<file path="config.mk">
export PLATFORM = sky130hd
export DESIGN_NAME = mc_control_fsm
export DESIGN_NICKNAME = d
export VERILOG_FILES = /design/src/rtl/mc_control_fsm.sv
export SDC_FILE = /design/constraint.sdc
export NUM_CORES = 1
export LEC_CHECK = 0
export ABC_AREA = 1
export CAP_MARGIN = 15
export CELL_PAD_IN_SITES_DETAIL_PLACEMENT = 2
export CELL_PAD_IN_SITES_GLOBAL_PLACEMENT = 2
export CORE_ASPECT_RATIO = 0.5
export CORE_MARGIN = 3
export CORE_UTILIZATION = 31
export CTS_BUF_LIST = sky130_fd_sc_hd__clkbuf_8
export DETAILED_ROUTE_END_ITERATION = 8
export HOLD_SLACK_MARGIN = 0.05
export PLACE_DENSITY = 0.95
export SYNTH_ARGS = -nofsm -noshare
export SYNTH_HDL_FRONTEND = slang
export SYNTH_SLANG_ARGS = --single-unit
</file>
<file path="constraint.sdc">
create_clock -name clk -period 4.1 [get_ports clk]
set_input_delay 1.025 -clock clk [delete_from_list [all_inputs] [get_ports clk]]
set_output_delay 1.025 -clock clk [all_outputs]
set_load 0.02 [all_outputs]
</file>
<file path="src/rtl/mc_control_fsm.sv">
// Multi-cycle RV32 control FSM with a memory wait timeout and a retired-instruction count.
// Optional: define CTRL_TRAP_EN so that illegal opcodes lock into TRAP until reset.
module mc_control_fsm #(
  parameter int CNT_W       = 64,
  parameter int MEM_TIMEOUT = 15
) (
  input  logic             clk,
  input  logic             reset,
  input  logic [6:0]       opcode,
  input  logic [2:0]       funct3,
  input  logic             alu_zero,
  input  logic             imem_ready,
  input  logic             dmem_ready,
  output logic             imem_read,
  output logic             ir_write,
  output logic             pc_write,
  output logic [1:0]       pc_source,
  output logic             alu_src_a,
  output logic [1:0]       alu_src_b,
  output logic [1:0]       alu_op,
  output logic             load_reg_a,
  output logic             load_reg_b,
  output logic             load_alu_out,
  output logic             load_mdr,
  output logic             reg_write,
  output logic [1:0]       wb_sel,
  output logic             dmem_read,
  output logic             dmem_write,
  output logic             mem_err,
  output logic             trap,
  output logic [CNT_W-1:0] instret,
  output logic [3:0]       state
);

  localparam int WT_W  = (MEM_TIMEOUT < 2) ? 1 : $clog2(MEM_TIMEOUT + 1);
  localparam int TO_M1 = (MEM_TIMEOUT > 0) ? MEM_TIMEOUT - 1 : 0;
  localparam logic [WT_W-1:0] TO_LIM = WT_W'(TO_M1);

  localparam logic [6:0] OP_R  = 7'b0110011;
  localparam logic [6:0] OP_I  = 7'b0010011;
  localparam logic [6:0] OP_LD = 7'b0000011;
  localparam logic [6:0] OP_ST = 7'b0100011;
  localparam logic [6:0] OP_BR = 7'b1100011;
  localparam logic [6:0] OP_J  = 7'b1101111;

  typedef enum logic [3:0] {
    FETCH  = 4'd0,
    DECODE = 4'd1,
    EXEC_R = 4'd2,
    EXEC_I = 4'd3,
    ALU_WB = 4'd4,
    ADDR   = 4'd5,
    MEM_RD = 4'd6,
    MEM_WB = 4'd7,
    MEM_WR = 4'd8,
    BRANCH = 4'd9,
    JAL    = 4'd10,
    TRAP   = 4'd11
  } state_t;

  state_t          st, st_n;
  logic [WT_W-1:0] wait_cnt;
  logic            waiting;
  logic            timeout;
  logic            retire;

  assign waiting = (st == FETCH  && !imem_ready)
                 | (st == MEM_RD && !dmem_ready)
                 | (st == MEM_WR && !dmem_ready);

  // Fires in the wait cycle that brings the counter to the limit; a ready wins.
  assign timeout = (MEM_TIMEOUT != 0) && waiting && (wait_cnt == TO_LIM);

  always_ff @(posedge clk or negedge reset) begin
    if (!reset) begin
      st       <= FETCH;
      wait_cnt <= '0;
      instret  <= '0;
      mem_err  <= 1'b0;
    end else begin
      st      <= st_n;
      mem_err <= timeout;
      if (retire)
        instret <= instret + CNT_W'(1);
      if (st_n != st || timeout)
        wait_cnt <= '0;
      else if (waiting)
        wait_cnt <= wait_cnt + WT_W'(1);
    end
  end

  always_comb begin
    st_n         = st;
    retire       = 1'b0;
    imem_read    = 1'b0;
    ir_write     = 1'b0;
    pc_write     = 1'b0;
    pc_source    = 2'b00;
    alu_src_a    = 1'b0;
    alu_src_b    = 2'b00;
    alu_op       = 2'b00;
    load_reg_a   = 1'b0;
    load_reg_b   = 1'b0;
    load_alu_out = 1'b0;
    load_mdr     = 1'b0;
    reg_write    = 1'b0;
    wb_sel       = 2'b00;
    dmem_read    = 1'b0;
    dmem_write   = 1'b0;
    unique case (st)
      FETCH: begin
        imem_read = 1'b1;
        alu_src_b = 2'b01;
        if (imem_ready) begin
          ir_write = 1'b1;
          pc_write = 1'b1;
          st_n     = DECODE;
        end
      end
      DECODE: begin
        load_reg_a   = 1'b1;
        load_reg_b   = 1'b1;
        load_alu_out = 1'b1;
        alu_src_b    = 2'b10;
        unique case (opcode)
          OP_R:         st_n = EXEC_R;
          OP_I:         st_n = EXEC_I;
          OP_LD, OP_ST: st_n = ADDR;
          OP_BR:        st_n = BRANCH;
          OP_J:         st_n = JAL;
          default: begin
`ifdef CTRL_TRAP_EN
            st_n = TRAP;
`else
            st_n   = FETCH;
            retire = 1'b1;
`endif
          end
        endcase
      end
      EXEC_R: begin
        alu_src_a    = 1'b1;
        alu_op       = 2'b10;
        load_alu_out = 1'b1;
        st_n         = ALU_WB;
      end
      EXEC_I: begin
        alu_src_a    = 1'b1;
        alu_src_b    = 2'b10;
        alu_op       = 2'b11;
        load_alu_out = 1'b1;
        st_n         = ALU_WB;
      end
      ALU_WB: begin
        reg_write = 1'b1;
        st_n      = FETCH;
        retire    = 1'b1;
      end
      ADDR: begin
        alu_src_a    = 1'b1;
        alu_src_b    = 2'b10;
        load_alu_out = 1'b1;
        st_n         = (opcode == OP_LD) ? MEM_RD : MEM_WR;
      end
      MEM_RD: begin
        dmem_read = 1'b1;
        if (dmem_ready) begin
          load_mdr = 1'b1;
          st_n     = MEM_WB;
        end else if (timeout) begin
          st_n = FETCH;
        end
      end
      MEM_WB: begin
        reg_write = 1'b1;
        wb_sel    = 2'b01;
        st_n      = FETCH;
        retire    = 1'b1;
      end
      MEM_WR: begin
        dmem_write = 1'b1;
        if (dmem_ready) begin
          st_n   = FETCH;
          retire = 1'b1;
        end else if (timeout) begin
          st_n = FETCH;
        end
      end
      BRANCH: begin
        alu_src_a = 1'b1;
        alu_op    = 2'b01;
        pc_source = 2'b01;
        unique case (funct3)
          3'b000:  pc_write = alu_zero;
          3'b001:  pc_write = !alu_zero;
          default: pc_write = 1'b0;
        endcase
        st_n   = FETCH;
        retire = 1'b1;
      end
      JAL: begin
        pc_write  = 1'b1;
        pc_source = 2'b01;
        reg_write = 1'b1;
        wb_sel    = 2'b10;
        st_n      = FETCH;
        retire    = 1'b1;
      end
      TRAP: begin
`ifdef CTRL_TRAP_EN
        st_n = TRAP;
`else
        st_n = FETCH;
`endif
      end
      default: st_n = FETCH;
    endcase
  end

`ifdef CTRL_TRAP_EN
  assign trap = (st == TRAP);
`else
  assign trap = 1'b0;
`endif

  assign state = st;

endmodule

</file>
==> summary.md <==
| Metric | Value |
|---|---|
| Crit path to | pc_write |
| Skew final | 14.3 ps |
| Synth Register Bits | 73 |
| Drt total wl | 23300 µm |
| Synth top area share | 0.369 |
| First-pass DRT Iterations | 5 |
| Vias per cell | 5.37 |
| Clock Path Buffers | 2 |
| LEAKAGE | roughly 0.0026 µW |
| Reg2reg end | instret[24] |
| Root Driver | clkbuf_8 |
| Setup crit start kind | input port |
| Hold WC Path Type | reg2reg |
| Max Transition Viols Final | 0 |
| Critical path origin | alu_zero |
| Row cnt | 31 |
| CTS tree | done |
| Max Cap Viol | 0 |
| Crit path DAT | approximately 2700 ps |
| Resized cells post-CTS | 0 |
| Total GRT Usage | 0.275 |
| Syn. warnings | 0 |
| Worst rel slew slack | 0.313 |
| Setup CP Type | in2out |
| Post-synth ARST share | 1.00 |
| Fin. Hold Viols | 0 |
| Design Power | 3150 µW |
| Period Utilization, post-route | 0.914 |
| Area after DPL | a little over 6000 µm² |
| Initial antenna violation count | 0 |
| Mapped Area | around 4900 µm² |
| Synth Instances | 720 |
| Chip Width | 185 µm |
| Die area | between 15000 and 20000 µm² |
| Worst Setup End Kind | output pin |
| Worst-margin pin slew | 1030 ps |
| Non-filler cells, final | 1024 |
| Status | finished, final reports clean |
| Total gr overflow | 0 |
| DRT iter0 DRCs | 318 |
| IO Pins | between 100 and 150 |
| H-tree levels | 3 |
| Min Tclk post-route | between 3000 and 4000 ps |
| Hold_buf cts | 0 |
| Fillers | approximately 1800 |
| ANT cells | 0 |
| Final Setup Violations | 0 |
| Routed vias | 5494 |
| Commonest non-fill, non-tap cells in the layout | 209 x nand2_1, 111 x nor2_1, 100 x clkdlybuf4s50_1 |
| Clock slew at reported path FFs | 90 ps |
| DR WL/cell | 22.8 µm |
| Flop2flop setup slack | approximately 1400 ps |
| Worst-case reg-to-reg path depth | 10 |
| Post-CTS setup buffer count | 0 |
| Dpl hpwl | 16400 µm |
| Post-route cell area | 6390 µm² |
| Max FO, Critical Path | 2 |
| Required @ worst endpoint | 3070 ps |
| Synth cell types | 33 |
| Fin nets | approximately 840 |
| Clk Latency, worst-skew pair | 370 ps |
| Power per Cell Area | 493 nW/µm² |
| RR Startpoint | instret[0] |
| Seq/Total Area, Yosys | 0.369 |
| Global-route wire length before repair | 36900 µm |
| Most common cell after layout, fill and taps aside | nand2_1 |
| CTS Sinks | 73 |
| F_max | between 0.2 and 0.3 GHz |
| Vias in the first global route | 6258 |
| Unrepaired setup endpoints after global routing | false |
| Final setup TNS | 0 ps |
| IO buf count | 101 |
| Final GP Congestion | 0.888 |
| Area contributors post-synth | dfrtp_1 37%, nand2_1 16%, nor2_1 8.4% |
| Die H | 95.3 µm |
| Antenna-violating nets left | 0 |
| Remaining DRCs | 0 |
| Starting Density | 0.329 |
| Ys flop type | dfrtp_1 |
| Mapped Avg Cell Area | 6.87 µm² |
| Peak VDD IR | roughly 0.00018 V |
| Core ar. | 15000 µm² |
| Placed cell count | 1008 |
| Post-synth EDFFs | 0 |
| Layout cells sized above 1 | 0.0375 |
| Area growth, synth to finish | 29.2% |
| Yosys top cell by area | dfrtp_1 |
| Pin count of the biggest net entering global routing | 74 |
| Total CTS buffers | 9 |
[cell families after synthesis]
kind of cell	share of synthesized area
AOI/OAI and AO/OA	0.0552
other	0.000758
buffers and inverters	0.0815
muxes	0.00607
adders and majority gates	0.00759
xor gates and xnor gates	0.108
DFF	0.369
and+or+nand+nor	0.371
[flip-flops by register name, indices dropped and copies added (netlist names)]
name      count
instret      64
mem_err       1
state         4
wait_cnt      4
[where the power goes]
group / internal, µW / switching, µW
logic: 501 / 770
registers: 903 / 239
clock network: 404 / 331
[metal layers]
layer,part of all wire,track usage
met3,0.066,0.0690
met5,0,0
met2,0.49,0.478
met4,0.024,0.0930
met1,0.43,0.338
[Yosys cell counts (2+ instances only)]
| master | n |
|---|---|
| a21oi_1 | 3 |
| and2_1 | 2 |
| buf_2 | 4 |
| buf_4 | 5 |
| clkbuf_1 | 3 |
| dfrtp_1 | 73 |
| ha_1 | 3 |
| inv_1 | 83 |
| inv_2 | 3 |
| mux2_4 | 2 |
| nand2_1 | 209 |
| nand3_1 | 45 |
| nand3_2 | 2 |
| nand3b_1 | 4 |
| nand4_1 | 22 |
| nor2_1 | 111 |
| nor2_2 | 3 |
| nor3_1 | 27 |
| nor3b_1 | 3 |
| o21ai_0 | 37 |
| o21ai_1 | 5 |
| xnor2_1 | 18 |
| xor2_1 | 43 |
[cell type report]
| cell class | count | area (µm²) | share of cell area |
|---|---|---|---|
| Multi-Input combinational cell | 549 | 2720 | 0.426 |
| Sequential cell | 73 | 1830 | 0.286 |
| Timing Repair Buffer | 102 | 1030 | 0.161 |
| Inverter | 86 | 323 | 0.0505 |
| Tap cell | 198 | 248 | 0.0388 |
| Clock buffer | 9 | 124 | 0.0194 |
| Clock inverter | 7 | 119 | 0.0186 |
[worst min-delay path by stage]
stage	start	slack [ps]	cells after the start	endpoint
finish	wait_cnt[0]	520	1	wait_cnt[0]
global route	wait_cnt[0]	550	1	wait_cnt[0]
CTS	wait_cnt[0]	540	1	wait_cnt[0]
detailed placement	instret[9]	510	1	instret[9]
global placement	wait_cnt[0]	470	1	wait_cnt[0]
floorplan	wait_cnt[0]	450	1	wait_cnt[0]
[critical path, cell delays in order]
cell and delay, ps:
clkdlybuf4s50_1 450, a211o_1 300, o311ai_0 280, clkdlybuf4s50_1 670
[stage by stage]
step / hold WS (ps) / setup WS (ps) / utilization
2_1_floorplan: 454 / 950 / -
3_3_place_gp: 474 / 414 / 0.409
3_5_place_dp: 512 / 340 / 0.409
4_1_cts: 537 / 359 / 0.426
5_1_grt: 548 / 258 / 0.426
6_report: 521 / 354 / 0.426
No activity file was read; power rests on OpenSTA's default activity.
